==> config.mk <==
export PLATFORM = sky130hd
export DESIGN_NAME = fixed_point_inv_sqrt
export DESIGN_NICKNAME = d
export VERILOG_FILES = /design/src/rtl/fixed_point_inv_sqrt.sv
export SDC_FILE = /design/constraint.sdc
export NUM_CORES = 2
export LEC_CHECK = 0
export CORE_MARGIN = 8
export CORE_UTILIZATION = 65
export CTS_BUF_LIST = sky130_fd_sc_hd__clkbuf_8
export DETAILED_ROUTE_END_ITERATION = 10
export DONT_BUFFER_PORTS = 1
export PLACE_DENSITY_LB_ADDON = 0.05
export SYNTH_ARGS = -nofsm -noshare
export SYNTH_HDL_FRONTEND = slang
export SYNTH_SLANG_ARGS = --single-unit
==> constraint.sdc <==
create_clock -name clk_in -period 29 [get_ports clk_in]
set_clock_uncertainty 0.1 [all_clocks]
set_input_delay 0 -clock clk_in [delete_from_list [all_inputs] [get_ports clk_in]]
set_output_delay 0 -clock clk_in [all_outputs]
set_load 0.05 [all_outputs]
==> src/rtl/fixed_point_inv_sqrt.sv <==
// ============================================================================
// Module   : fixed_point_inv_sqrt
// Brief    : Iterative signed fixed-point reciprocal square root, y = 1/sqrt(x)
// Revision : 1.0
// ============================================================================
`default_nettype none

module fixed_point_inv_sqrt #(
    parameter int WIDTH     = 32,
    parameter int FRAC_BITS = 16,
    parameter int NR_ITERS  = 4
) (
    input  logic             clk_in,
    input  logic             rst_in,
    input  logic [WIDTH-1:0] x_in,
    input  logic             valid_in,
    output logic             ready_out,
    output logic [WIDTH-1:0] res_out,
    output logic             err_out,
    output logic             valid_out,
    input  logic             ready_in
);

    localparam int               C_SHW        = $clog2(WIDTH);
    localparam logic [WIDTH-1:0] C_MAX        = {1'b0, {(WIDTH-1){1'b1}}};
    localparam logic [WIDTH-1:0] C_MIN        = {1'b1, {(WIDTH-1){1'b0}}};
    localparam logic [WIDTH-1:0] C_ONE        = WIDTH'(1);
    localparam logic [WIDTH-1:0] C_THREE_HALF = WIDTH'(3) << (FRAC_BITS - 1);
    localparam logic [3:0]       C_ITERS      = 4'(NR_ITERS);

    localparam logic [2:0] S_IDLE = 3'd0;
    localparam logic [2:0] S_INIT = 3'd1;
    localparam logic [2:0] S_SQ   = 3'd2;
    localparam logic [2:0] S_MX   = 3'd3;
    localparam logic [2:0] S_SUB  = 3'd4;
    localparam logic [2:0] S_UPD  = 3'd5;
    localparam logic [2:0] S_DONE = 3'd6;

    logic [2:0]       state_q, state_d;
    logic [WIDTH-1:0] x_q, x_d, y_q, y_d, t_q, t_d, res_q, res_d;
    logic [3:0]       cnt_q, cnt_d;
    logic             err_q, err_d, valid_q, valid_d;

    logic signed [WIDTH-1:0]   w_ma, w_mb;
    logic signed [2*WIDTH-1:0] w_prod, w_shr;
    logic [WIDTH:0]            w_hi;
    logic [WIDTH-1:0]          w_mul;
    logic signed [WIDTH:0]     w_sub;
    logic [WIDTH-1:0]          w_t_sub;
    int                        w_msb, w_e, w_half, w_s;
    logic [C_SHW-1:0]          w_shift;

    // Single shared multiplier; operand pair selected by the current step.
    always_comb begin
        w_ma = y_q;
        w_mb = t_q;
        case (state_q)
            S_SQ:    begin w_ma = x_q; w_mb = y_q; end
            S_MX:    begin w_ma = t_q; w_mb = y_q; end
            default: begin w_ma = y_q; w_mb = t_q; end
        endcase
        w_prod = (2*WIDTH)'(w_ma) * (2*WIDTH)'(w_mb);
        w_shr  = w_prod >>> FRAC_BITS;
        w_hi   = w_shr[2*WIDTH-1:WIDTH-1];
        if ((&w_hi) || !(|w_hi)) w_mul = w_shr[WIDTH-1:0];
        else                     w_mul = w_shr[2*WIDTH-1] ? C_MIN : C_MAX;

        w_sub = $signed({1'b0, C_THREE_HALF})
              - $signed({t_q[WIDTH-1], t_q[WIDTH-1], t_q[WIDTH-1:1]});
        if (w_sub[WIDTH])        w_t_sub = '0;
        else if (w_sub[WIDTH-1]) w_t_sub = C_MAX;
        else                     w_t_sub = w_sub[WIDTH-1:0];
    end

    // Initial guess: 2^-ceil(e/2) in Q format, (e+1)>>>1 is ceil(e/2) for any sign.
    always_comb begin
        w_msb = 0;
        for (int i = 0; i < WIDTH; i++) begin
            if (x_q[i]) w_msb = i;
        end
        w_e    = w_msb - FRAC_BITS;
        w_half = (w_e + 1) >>> 1;
        w_s    = FRAC_BITS - w_half;
        if (w_s < 0)         w_s = 0;
        if (w_s > WIDTH - 2) w_s = WIDTH - 2;
        w_shift = w_s[C_SHW-1:0];
    end

    always_ff @(posedge clk_in or posedge rst_in) begin
        if (rst_in) begin
            state_q <= S_IDLE;
            x_q     <= '0;
            y_q     <= '0;
            t_q     <= '0;
            res_q   <= '0;
            cnt_q   <= '0;
            err_q   <= 1'b0;
            valid_q <= 1'b0;
        end else begin
            state_q <= state_d;
            x_q     <= x_d;
            y_q     <= y_d;
            t_q     <= t_d;
            res_q   <= res_d;
            cnt_q   <= cnt_d;
            err_q   <= err_d;
            valid_q <= valid_d;
        end
    end

    always_comb begin
        state_d = state_q;
        x_d     = x_q;
        y_d     = y_q;
        t_d     = t_q;
        res_d   = res_q;
        cnt_d   = cnt_q;
        err_d   = err_q;
        case (state_q)
            S_IDLE: begin
                if (valid_in) begin
                    x_d = x_in;
                    if ($signed(x_in) <= 0) begin
                        res_d   = C_MAX;
                        err_d   = 1'b1;
                        state_d = S_DONE;
                    end else begin
                        state_d = S_INIT;
                    end
                end
            end
            S_INIT: begin
                y_d     = C_ONE << w_shift;
                cnt_d   = '0;
                state_d = S_SQ;
            end
            S_SQ: begin
                t_d     = w_mul;
                state_d = S_MX;
            end
            S_MX: begin
                t_d     = w_mul;
                state_d = S_SUB;
            end
            S_SUB: begin
                t_d     = w_t_sub;
                state_d = S_UPD;
            end
            S_UPD: begin
                y_d   = w_mul;
                cnt_d = cnt_q + 4'd1;
                if (cnt_q + 4'd1 == C_ITERS) begin
                    res_d   = w_mul;
                    err_d   = 1'b0;
                    state_d = S_DONE;
                end else begin
                    state_d = S_SQ;
                end
            end
            S_DONE: begin
                if (ready_in) state_d = S_IDLE;
            end
            default: state_d = S_IDLE;
        endcase
        valid_d = (state_d == S_DONE);
    end

    always_comb begin
        ready_out = (state_q == S_IDLE);
        res_out   = res_q;
        err_out   = err_q;
        valid_out = valid_q;
    end

endmodule

`default_nettype wire
==> summary.txt <==
Synthesis
  • Synthesis-stage register bit count: 137
  • Post-synth EDFFs: 0
  • Top cells by instance count after synthesis: inv_1, fa_1, nand2_1
  • Sequential element share of the synthesized area: 7.64%
  • Most frequent cell after synthesis: inv_1
  • Post-synth ARST share: 100%
  • Post-synth top area cell: fa_1
  • Post-synth cell types: 84
  • Post-synthesis instance total: 5188
  • Post-Syn Area: approximately 0.045 mm^2
  • Adder-cell share of the synthesized area: 53.4%
  • Mean area per synthesized cell: 8.65 um^2
  • Synth Area in Simple Gates: 15.1%
  • Yosys warning count: 0
  • Synth Area in XOR/XNOR: between 1.5 and 2%
  • Synth Flop Type: dfrtp_1
  • Yosys top cell area share: 48.2%
  • Syn_nets: 6491
  • Largest family of logic cells by synthesized area: adder cells
  • Post-synthesis mux area share: 1.95%
  • Largest cells by area after synthesis: fa_1, inv_1, nand2_1
  • Synth Area in Compound Gates: just over 8%

Worst setup path
  • Crit path launch type: flip-flop
  • CP max stage cell: buf_4
  • Crit path max-delay family: adder cells
  • Crit path largest cell delay: 930 ps
  • Critical path capture point type: flip-flop
  • CP max FO: 93
  • Most used cell, CP: fa_1
  • WS Path Type: reg2reg
  • Critical Path RT: about 30000 ps
  • Critical path data arrival time: 13400 ps
  • CP Buf/Inv Count: 6

Run status
  • Status: complete, but fails checks
  • Failing checks: capacitance limit

Floorplanning
  • Std-Cell Rows: 96
  • Io pins: 71
  • Starting Density: 65.5%
  • Die H: roughly 280 um
  • Core area: 0.0685 mm^2
  • Die width: 279 um
  • Die area: 0.0777 mm^2

Clocking
  • CTS Buf Count: 17
  • Post-CTS Setup Bufs: 0
  • PostCTS Resize Cnt: 0
  • CTS tree: done
  • Root Buffer: clkbuf_8
  • H-tree levels: 4
  • Clock-pin slew on the worst setup and hold paths: roughly 80 ps
  • CTS Sinks: 137
  • Max clock buf depth: 2
  • Clk Latency, worst-skew pair: 470 ps

Detailed routing
  • Routed wire per std cell: 23.8 um
  • DRT Pass-1 Iters: 6
  • DRT antenna net count: 0
  • Vias per cell: 6.03
  • Via count: 35.9k
  • # DRC: 0
  • DRT iter0 DRCs: 3854
  • Final wirelength: 141000 um

Cells and area
  • Finished Cell Area: 0.0465 mm^2
  • Synthesis-to-layout area growth: 3.60%
  • Diode count: 0
  • Fraction of layout cells with a size suffix above 1: 4.80%
  • Fillers: about 5.7k
  • Final #Nets: 6354

Placement
  • Post-place instance area: 0.0457 mm^2
  • HPWL Detailed: 112000 um
  • GP Congestion: 1.01
  • IO buf count: 0

Timing
  • RSZ-0062 raised after global routing: false
  • Final Max Slew Viols: 0
  • Setup violations, final: 0
  • Final Hold Vio Count: 0
  • Clock period minus worst slack: 13140 ps
  • Slew margin rel.: 1.26%
  • Max Fclk: 76.1 MHz
  • Part of the cycle the worst path needs: 45.3%
  • Setup_tns: 0 ps
  • Slew @ Worst Pin: around 1500 ps

Global route
  • Initial antenna violation count: 3
  • Congestion Overflow GR: 0
  • Gr usage total: 37.5%
  • Largest net degree at the start of global routing: 94
  • Vias in the first global route: 37.3k
  • Global-route wire length before repair: approximately 220000 um

Flow run
  • Max-cap violations: 1

Hold path
  • Worst Hold Class: in2reg
layout by cell type, fill, tap and decap left out, types with 28 or more instances in the layout:
cell type,instances
inv_1,1155
fa_1,1081
nand2_1,1020
nor2_1,323
ha_1,186
a21oi_1,151
dfrtp_1,136
o21ai_0,99
buf_4,80
xnor2_1,59
and2_1,54
mux2i_1,43
nor3_1,42
o21a_1,42
a22oi_1,37
dlygate4sd3_1,36
nand4_1,34
nand3_1,32
o21ai_2,31
mux2_2,30
a211oi_1,28
final timing paths:
kind / start / depth (start not counted) / slack (ps) / end
max: state_q[2] / 31 / 15860 / y_q[14]
min: x_in[13] / 4 / 20 / state_q[0]
max reg2reg: state_q[2] / 31 / 15860 / y_q[14]
min reg2reg: cnt_q[3] / 1 / 420 / cnt_q[3]
max in group asynchronous: rst_in / 4 / 27120 / state_q[0]
min in group asynchronous: rst_in / 4 / 590 / cnt_q[2]
metrics by stage:
step | instances | worst slack, ps | util [%] | hold WS [ps]
detailed placement | 5877 | 16080 | 66.8 | -160
finish | 5945 | 15860 | 67.9 | 15.2
CTS | 5945 | 16040 | 67.9 | 3.46
global route | 5945 | 15130 | 67.9 | 45.1
floorplan | 5188 | 18450 | - | 16.8
global placement | 5877 | 16220 | 66.8 | -165
state kept, by name, indices dropped and copies added, names as in the netlist:
name       flops
t_q           32
err_out        1
x_q           32
res_out       32
y_q           32
cnt_q          4
valid_out      1
state_q        3
per-layer routing:
layer,routed length (um),up-vias,global-route usage (%),share of wire (%)
met4,8980,4,18.9,6.3
met3,16300,443,8.18,11
li1,-,15284,-,-
met2,63100,2025,57.0,45
met5,42,-,0,0.030
met1,53000,18099,51.1,38
cells by family after synthesis:
| family | Yosys count |
|---|---|
| XOR/XNOR | 81 |
| AO/OA/AOI/OAI | 566 |
| AND/OR/NAND/NOR | 1626 |
| buffers and inverters | 1429 |
| flip-flops | 137 |
| multiplexers | 82 |
| adder cells (fa/ha/maj) | 1267 |
worst register-to-register path, delay by kind of cell, from the launching register on:
kind / cells / cell delay (ps)
buf+inv: 6 / 2220
simple gates: 12 / 3480
fa+ha+maj: 9 / 5400
compound gates: 4 / 1080
flops: 1 / 730
cell type report:
cell class	instances	area [um^2]	area share, %
Clock buffer	17	234	0.503
Clock inverter	14	126	0.272
Inverter	1156	4340	9.35
Multi-Input combinational cell	3622	36300	78.0
Sequential cell	137	3430	7.38
Tap cell	882	1100	2.37
Timing Repair Buffer	117	988	2.13
what timing repair did:
item / CTS / global route
hold buffers: 37 / 0
hold endpoints to repair: 92 / 0
endpoints found under the setup margin: 0 / 0
Power is not shown: default switching activity piles up to over one toggle a cycle in this logic, so the estimate is an artifact.
